`config.mk`:
```
export PLATFORM = sky130hd
export DESIGN_NAME = verificador_pista_param
export DESIGN_NICKNAME = d
export VERILOG_FILES = /design/src/rtl/verificador_pista_param.sv
export SDC_FILE = /design/constraint.sdc
export NUM_CORES = 1
export LEC_CHECK = 0
export ABC_AREA = 1
export CORE_ASPECT_RATIO = 1.5
export CORE_MARGIN = 1
export CORE_UTILIZATION = 36
export CTS_CLUSTER_DIAMETER = 80
export DETAILED_ROUTE_END_ITERATION = 10
export PLACE_DENSITY_LB_ADDON = 0.25
export SYNTH_ARGS = -nofsm -noshare
export SYNTH_HDL_FRONTEND = slang
export SYNTH_SLANG_ARGS = --single-unit
```
`constraint.sdc`:
```
create_clock -name clk -period 4.05 [get_ports clk]
set_clock_uncertainty 0.05 [all_clocks]
set_input_delay 1.215 -clock clk [delete_from_list [all_inputs] [get_ports clk]]
set_output_delay 1.215 -clock clk [all_outputs]
set_load 0.005 [all_outputs]
```
`src/rtl/verificador_pista_param.sv`:
```
`default_nettype none
// ============================================================================
// Module   : verificador_pista_param
// Brief    : Parametrised robot-track checker with 7-segment outcome display.
//            Macro PISTA_CARREGAVEL_EN makes the track loadable via carrega.
// Revision : 1.0
// ============================================================================
module verificador_pista_param #(
  parameter int                      DIGIT_W      = 4,
  parameter int                      LEN          = 6,
  parameter int                      MAX_ERROS    = 3,
  parameter logic [LEN*DIGIT_W-1:0]  PISTA_PADRAO = 24'h590060
) (
  input  logic                             clk,
  input  logic                             reset,
  input  logic [DIGIT_W-1:0]               numero,
  input  logic                             insere,
  input  logic                             carrega,
  input  logic                             reinicia,
  output logic                             ledErro,
  output logic [6:0]                       display,
  output logic [$clog2(LEN+1)-1:0]         posicao,
  output logic [$clog2(MAX_ERROS+1)-1:0]   erros,
  output logic [2:0]                       estado
);

  localparam int PW    = $clog2(LEN+1);
  localparam int EW    = $clog2(MAX_ERROS+1);
  localparam int NSLOT = 2**PW;

  localparam logic [2:0] INICIAL         = 3'd0;
  localparam logic [2:0] VERIFICACAO     = 3'd1;
  localparam logic [2:0] SUCESSO_TOTAL   = 3'd2;
  localparam logic [2:0] SUCESSO_PARCIAL = 3'd3;
  localparam logic [2:0] FALHA           = 3'd4;

  logic [2:0]         r_estado, w_estado_prox;
  logic [PW-1:0]      r_posicao, w_pos_inc, w_comprimento;
  logic [EW-1:0]      r_erros, w_err_inc;
  logic               r_led, r_insere_q;
  logic [DIGIT_W-1:0] w_digito;
  logic               w_acc, w_carga, w_avalia, w_match;
  logic [PW+15:0]     w_pos_ext;

`ifdef PISTA_CARREGAVEL_EN
  logic [PW-1:0]      r_comprimento;
  logic [DIGIT_W-1:0] r_pista [NSLOT];

  assign w_carga = carrega && (r_estado == INICIAL) && (r_comprimento < PW'(LEN));

  always_ff @(posedge clk or negedge reset) begin
    if (!reset)       r_comprimento <= '0;
    else if (w_carga) r_comprimento <= r_comprimento + PW'(1);
  end

  // Track storage needs no reset: slots are only read below comprimento.
  always_ff @(posedge clk) begin
    if (w_carga) r_pista[r_comprimento] <= numero;
  end

  assign w_comprimento = r_comprimento;
  assign w_digito      = r_pista[r_posicao];
`else
  logic [DIGIT_W-1:0] w_pista [NSLOT];
  logic               w_unused_carrega;

  for (genvar i = 0; i < NSLOT; i++) begin : g_pista
    if (i < LEN) begin : g_dig
      assign w_pista[i] = PISTA_PADRAO[(LEN-1-i)*DIGIT_W +: DIGIT_W];
    end else begin : g_vazio
      assign w_pista[i] = '0;
    end
  end

  assign w_carga          = 1'b0;
  assign w_comprimento    = PW'(LEN);
  assign w_digito         = w_pista[r_posicao];
  assign w_unused_carrega = carrega;
`endif

  // A load in the same cycle swallows the insert.
  assign w_acc     = insere & ~r_insere_q & ~w_carga;
  assign w_avalia  = w_acc && (((r_estado == INICIAL) && (w_comprimento != '0)) ||
                               (r_estado == VERIFICACAO));
  assign w_match   = (numero == w_digito);
  assign w_pos_inc = r_posicao + PW'(1);
  assign w_err_inc = r_erros + EW'(1);

  always_ff @(posedge clk or negedge reset) begin
    if (!reset) r_estado <= INICIAL;
    else        r_estado <= w_estado_prox;
  end

  always_comb begin
    w_estado_prox = r_estado;
    if (reinicia) begin
      w_estado_prox = INICIAL;
    end else if (w_avalia) begin
      if (w_match) begin
        if (w_pos_inc == w_comprimento)
          w_estado_prox = (r_erros == '0) ? SUCESSO_TOTAL : SUCESSO_PARCIAL;
        else
          w_estado_prox = VERIFICACAO;
      end else begin
        w_estado_prox = (w_err_inc == EW'(MAX_ERROS)) ? FALHA : VERIFICACAO;
      end
    end
  end

  always_ff @(posedge clk or negedge reset) begin
    if (!reset) begin
      r_posicao  <= '0;
      r_erros    <= '0;
      r_led      <= 1'b0;
      r_insere_q <= 1'b0;
    end else if (reinicia) begin
      r_posicao  <= '0;
      r_erros    <= '0;
      r_led      <= 1'b0;
      r_insere_q <= 1'b0;
    end else begin
      r_insere_q <= insere;
      if (w_avalia) begin
        if (w_match) begin
          r_posicao <= w_pos_inc;
          r_led     <= 1'b0;
        end else begin
          r_erros   <= w_err_inc;
          r_led     <= 1'b1;
        end
      end
    end
  end

  assign w_pos_ext = {16'd0, r_posicao};

  // Segment order {g,f,e,d,c,b,a}, active-high.
  always_comb begin
    display = 7'b1000000;
    case (r_estado)
      VERIFICACAO: begin
        case (w_pos_ext[3:0])
          4'h0: display = 7'b0111111;
          4'h1: display = 7'b0000110;
          4'h2: display = 7'b1011011;
          4'h3: display = 7'b1001111;
          4'h4: display = 7'b1100110;
          4'h5: display = 7'b1101101;
          4'h6: display = 7'b1111101;
          4'h7: display = 7'b0000111;
          4'h8: display = 7'b1111111;
          4'h9: display = 7'b1101111;
          4'hA: display = 7'b1110111;
          4'hB: display = 7'b1111100;
          4'hC: display = 7'b0111001;
          4'hD: display = 7'b1011110;
          4'hE: display = 7'b1111001;
          default: display = 7'b1110001;
        endcase
      end
      SUCESSO_TOTAL:   display = 7'b1101101;
      SUCESSO_PARCIAL: display = 7'b1110011;
      FALHA:           display = 7'b1110001;
      default:         display = 7'b1000000;
    endcase
  end

  assign estado  = r_estado;
  assign posicao = r_posicao;
  assign erros   = r_erros;
  assign ledErro = r_led;

endmodule
`default_nettype wire
```
# == Word-level counts from Yosys, hierarchy flattened ==
# Memory sizes are Yosys's and may differ from the RTL's.
# Cells that the tools add are included.
# word_totals
rom_bits,144
wordCells,48
out_inout_bits,16
input_bits,9
n_memories,2
ff_bits,10
# op_classes
muxes,19
n_reduce_logical,8
bitwise,3
addsub,2
eq_ne,8
order_cmp,1
# memory_table
name,depth,width,rd,rd_clocked_by_memory_dff,write_ports,line,rtl
(name not given),16,7,1,0,0,142,case (w_pos_ext[3:0])
(name not given),8,4,1,0,0,77,assign w_digito = w_pista[r_posicao];
# op_table
operator,count
$pmux W7 S4,1
$mux W3,7
$mux W2,4
$mux W4,2
$eq A3 B2 Y1 const B,2
$eq A3 B3 Y1 const B,2
$mux W1,5
$eq A4 B4 Y1,1
$ge A4 B4 Y1 const B,1
$not A3 Y4,1
$reduce_and A2 Y1,2
$reduce_bool A2 Y1,2
$add A3 B1 Y3 const B,1
$eq A3 B1 Y1 const B,1
$logic_not A3 Y1,1
$add A2 B1 Y2 const B,1
$eq A2 B2 Y1 const B,1
$logic_not A2 Y1,1
$ne A2 B2 Y1 const B,1
$and A1 B1 Y1,1
$logic_and A1 B1 Y1,1
$logic_or A1 B1 Y1,1
$not A1 Y1,1

# == Logic depth before layout (Yosys ltp) ==
# depth
word_depth,8
ltp_mapped,11
mapped_depth_nobuf,11

# == Worst setup path after synthesis ==
# OpenSTA, ideal clock, no wires.
# synth_timing
kind,register to output
startpoint,"register r_posicao[1], in the netlist posicao[1]"
endpoint,output display[1]
n_path_buf,0
slack_ns,1.630
required_time_ns,2.785
path_stages_with_launch,4
t_arrival_ns,1.155
cell_sequence,dfrtp_1 -> inv_1 -> ha_1 -> a311oi_1
# synth_via
elab_chain_cells,2
# synth_lines
item,line,rtl
"start, declared",38,"logic [PW-1:0] r_posicao, w_pos_inc, w_comprimento;"
"start signal, assigned",125,r_posicao <= w_pos_inc;
$mem_v2 Z16 W7,--,
$pmux W7 S4,140,case (r_estado)
"end, declared",21,"output logic [6:0] display,"
# Every way passes these cells.

# == Worst setup path in the final report ==
# Same ends and word-level chain as after synthesis.

==> impl_metrics.ini <==
[logic_synthesis]
netlist_instances = 115
netlist_area_sq_um = 819.5
synth_seq_cells = 10
ys_seq_area_share_pct = 30.53
syn_avg_cell_area_sq_um = 7.126
synth.distinct_cells = 21
yosysWarnings = 0
syn_nets = 132

[clock_network]
post_cts_resize_count = 0
post-cts-setup-buffers = 0
clk_path_buf_depth = 2
cts_root_buf = clkbuf_4
cts_made_buffers = 3
worst_skew_pair.late_latency_ns = 0.27
h-tree-depth = 1
hold_buffers = 0
cts.sinks = 10
clkTransAtPathRegs_ns = 0.07
cts_tree = built

[run_status]
outcome = completed

[placement]
io_buffers = 23
place_area_sq_mm = 0.001066
dp_slack_ns = 0.9839
gp_congestion = 0.8434
hpwl_um = 1413

[setup_path]
crit_arrival_ns = 2.10
cp-startpoint = posicao[1]
crit_fanout = 7
rr_startpoint = posicao[1]
cp-start-kind = flop
cp_top_family = buffers and inverters
slowest_delay_ns = 0.55
path_class = reg2out
path_buf_inv = 2
path_cells = inv_1 -> ha_1 -> a311oi_1 -> clkdlybuf4s50_1
critPathSlowestCell = clkdlybuf4s50_1
endpoint_kind = output pin
required_ns = 2.78

[cells_and_area]
fin_util_pct = 53.07
multi_input_area_sq_um = 475.5
areaGrowthSynthToFinish_pct = 34.50
seq_area_sq_um = 250.2
diodes = 0
stdcell_area_sq_mm = 0.001102
layout.nets = 159
nFillCells = 207
drive_gt1_share_pct = 12.77

[floorplan]
die_area_sq_mm = 0.002475
fp.dieW_um = 40.96
start_util_pct = 39.46
die_y_um = 60.44
rows = 20
coreArea_sq_mm = 0.002077
io_pins = 25

[global_routing]
grt_max_degree = 13
gr-total-overflow = 0
grt_pass1_wl_um = 3029
antenna_found_initial = 0
track_usage_pct = 17.40
grt_pass1_vias = 790

[sta]
tns_ns = 0
period_share_pct = 82.96
slew_violations = 0
worst_slew_margin_rel_pct = 67.65
rsz0062_at_grt = no
max_freq_ghz = 0.2976
hold_violations = 0
setup_violations = 0
layout_setup_ws_ns = 0.6900
finalCriticalPeriod_ns = 3.360
max_slew.worst_pin.slew_ns = 0.4837

[detailed_routing]
routed_wl_um = 1772
wl_per_cell_um = 10.87
dr.first_iter.drc_count = 12
drcViolationCount = 0
avgViaCountPerCell = 4.963
detail_route.first_pass.iterations = 4
antenna_left = 0
vias = 809

[power_and_ir_drop]
clock_power_share_pct = 34.0
seqPwrFrac_pct = 40.9
internal_power_w = 0.0001946
comb_power_share_pct = 25.0
vdd_drop_max_mv = 0.1718
power-per-cell-area_mw_per_mm2 = 239.7
p_switching_w = 0.00006953
swShare_pct = 26.32
p_leak_nw = 0.5464

[hold_path]
hold_path.class = reg2reg
min_from = ledErro

[flow_run]
maxCapViolCount = 0
==> state kept, by name, indices dropped and copies added, names as in the netlist <==
name and cells:
ledErro 1, r_insere_q 1, erros 2, estado 3
posicao 3
==> kinds of logic (layout without fill, tap and decap cells) <==
| group | after synthesis | after routing | share of synthesized area, % |
|---|---|---|---|
| compound gates | 17 | 17 | 11.45 |
| fa+ha+maj | 8 | 8 | 12.21 |
| buf+inv | 23 | 49 | 11.45 |
| flops | 10 | 10 | 30.53 |
| simple gates | 57 | 57 | 34.35 |
==> worst min-delay path, stage by stage, from the launching register on <==
cell and delay, ns:
dfrtp_1 0.35, nand2_1 0.05, o21ai_0 0.07
==> path summary, 6_finish.rpt <==
path | to | depth (start not counted) | slack [ns]
max reg2reg | posicao[0] | 11 | 2.33
min reg2reg | ledErro | 2 | 0.45
min in group asynchronous | erros[1] | 1 | 1.22
max | display[1] | 4 | 0.69
min | ledErro | 2 | 0.45
max in group asynchronous | erros[0] | 1 | 2.40
==> cell usage in the layout (no fill, tap or decap), types with 2 or more instances in the layout <==
master / n
nor3_1: 2
clkbuf_4: 3
nor2_4: 2
dfrtp_1: 10
nand2_2: 5
nand3_1: 8
o21ai_0: 11
inv_1: 21
clkdlybuf4s50_1: 23
nand3_2: 2
nand2_1: 27
ha_1: 8
nor2_1: 7
a21oi_1: 3
==> synthesized netlist by cell type (all sizes together) <==
cell	instances	share of area [%]
nor2	10	6.7
nor3	2	1.2
a21oi	3	1.8
o21ai	12	7.8
dfrtp	10	31
o22ai	1	0.76
nand3	10	7.3
or2	1	0.76
nand2	33	18
ha	8	12
a311oi	1	1.1
nand4	1	0.76
inv	22	10
buf	1	1.4
==> power groups by stage <==
stage	Combinational [W]	Clock [W]	Sequential, W
finish	0.0000662	0.0000899	0.000108
global route	0.0000761	0.0000968	0.000109
CTS	0.0000670	0.0000940	0.000108
detailed placement	0.0000666	0	0.000110
global placement	0.0000654	0	0.000110
floorplan	0.0000294	0	0.000110
==> routing by layer <==
metal  wire length, um  part of all wire, %  track usage, %  vias up
met5                 0                    0               0        -
met4                28                  1.6           9.048        0
met3                66                  3.7           1.099        4
met2               913                   52           31.70       23
met1               763                   43           18.56      369
li1                  -                    -               -      413
==> per-stage QoR <==
stage	power, W	hold WS (ns)	instances
2_1_floorplan	0.0001395	0.4254	115
4_1_cts	0.0002691	0.4565	163
3_3_place_gp	0.0001755	0.4354	159
3_5_place_dp	0.0001767	0.4265	159
5_1_grt	0.0002817	0.4968	163
6_report	0.0002642	0.4545	163
==> final cells by class <==
type,count,area share [%]
tap,22,2.497
timing repair buffer,23,20.89
inverter,22,7.491
sequential,10,22.70
multi-input combinational,82,43.13
clock buffer,4,3.292
No activity file was read; power rests on OpenSTA's default activity.
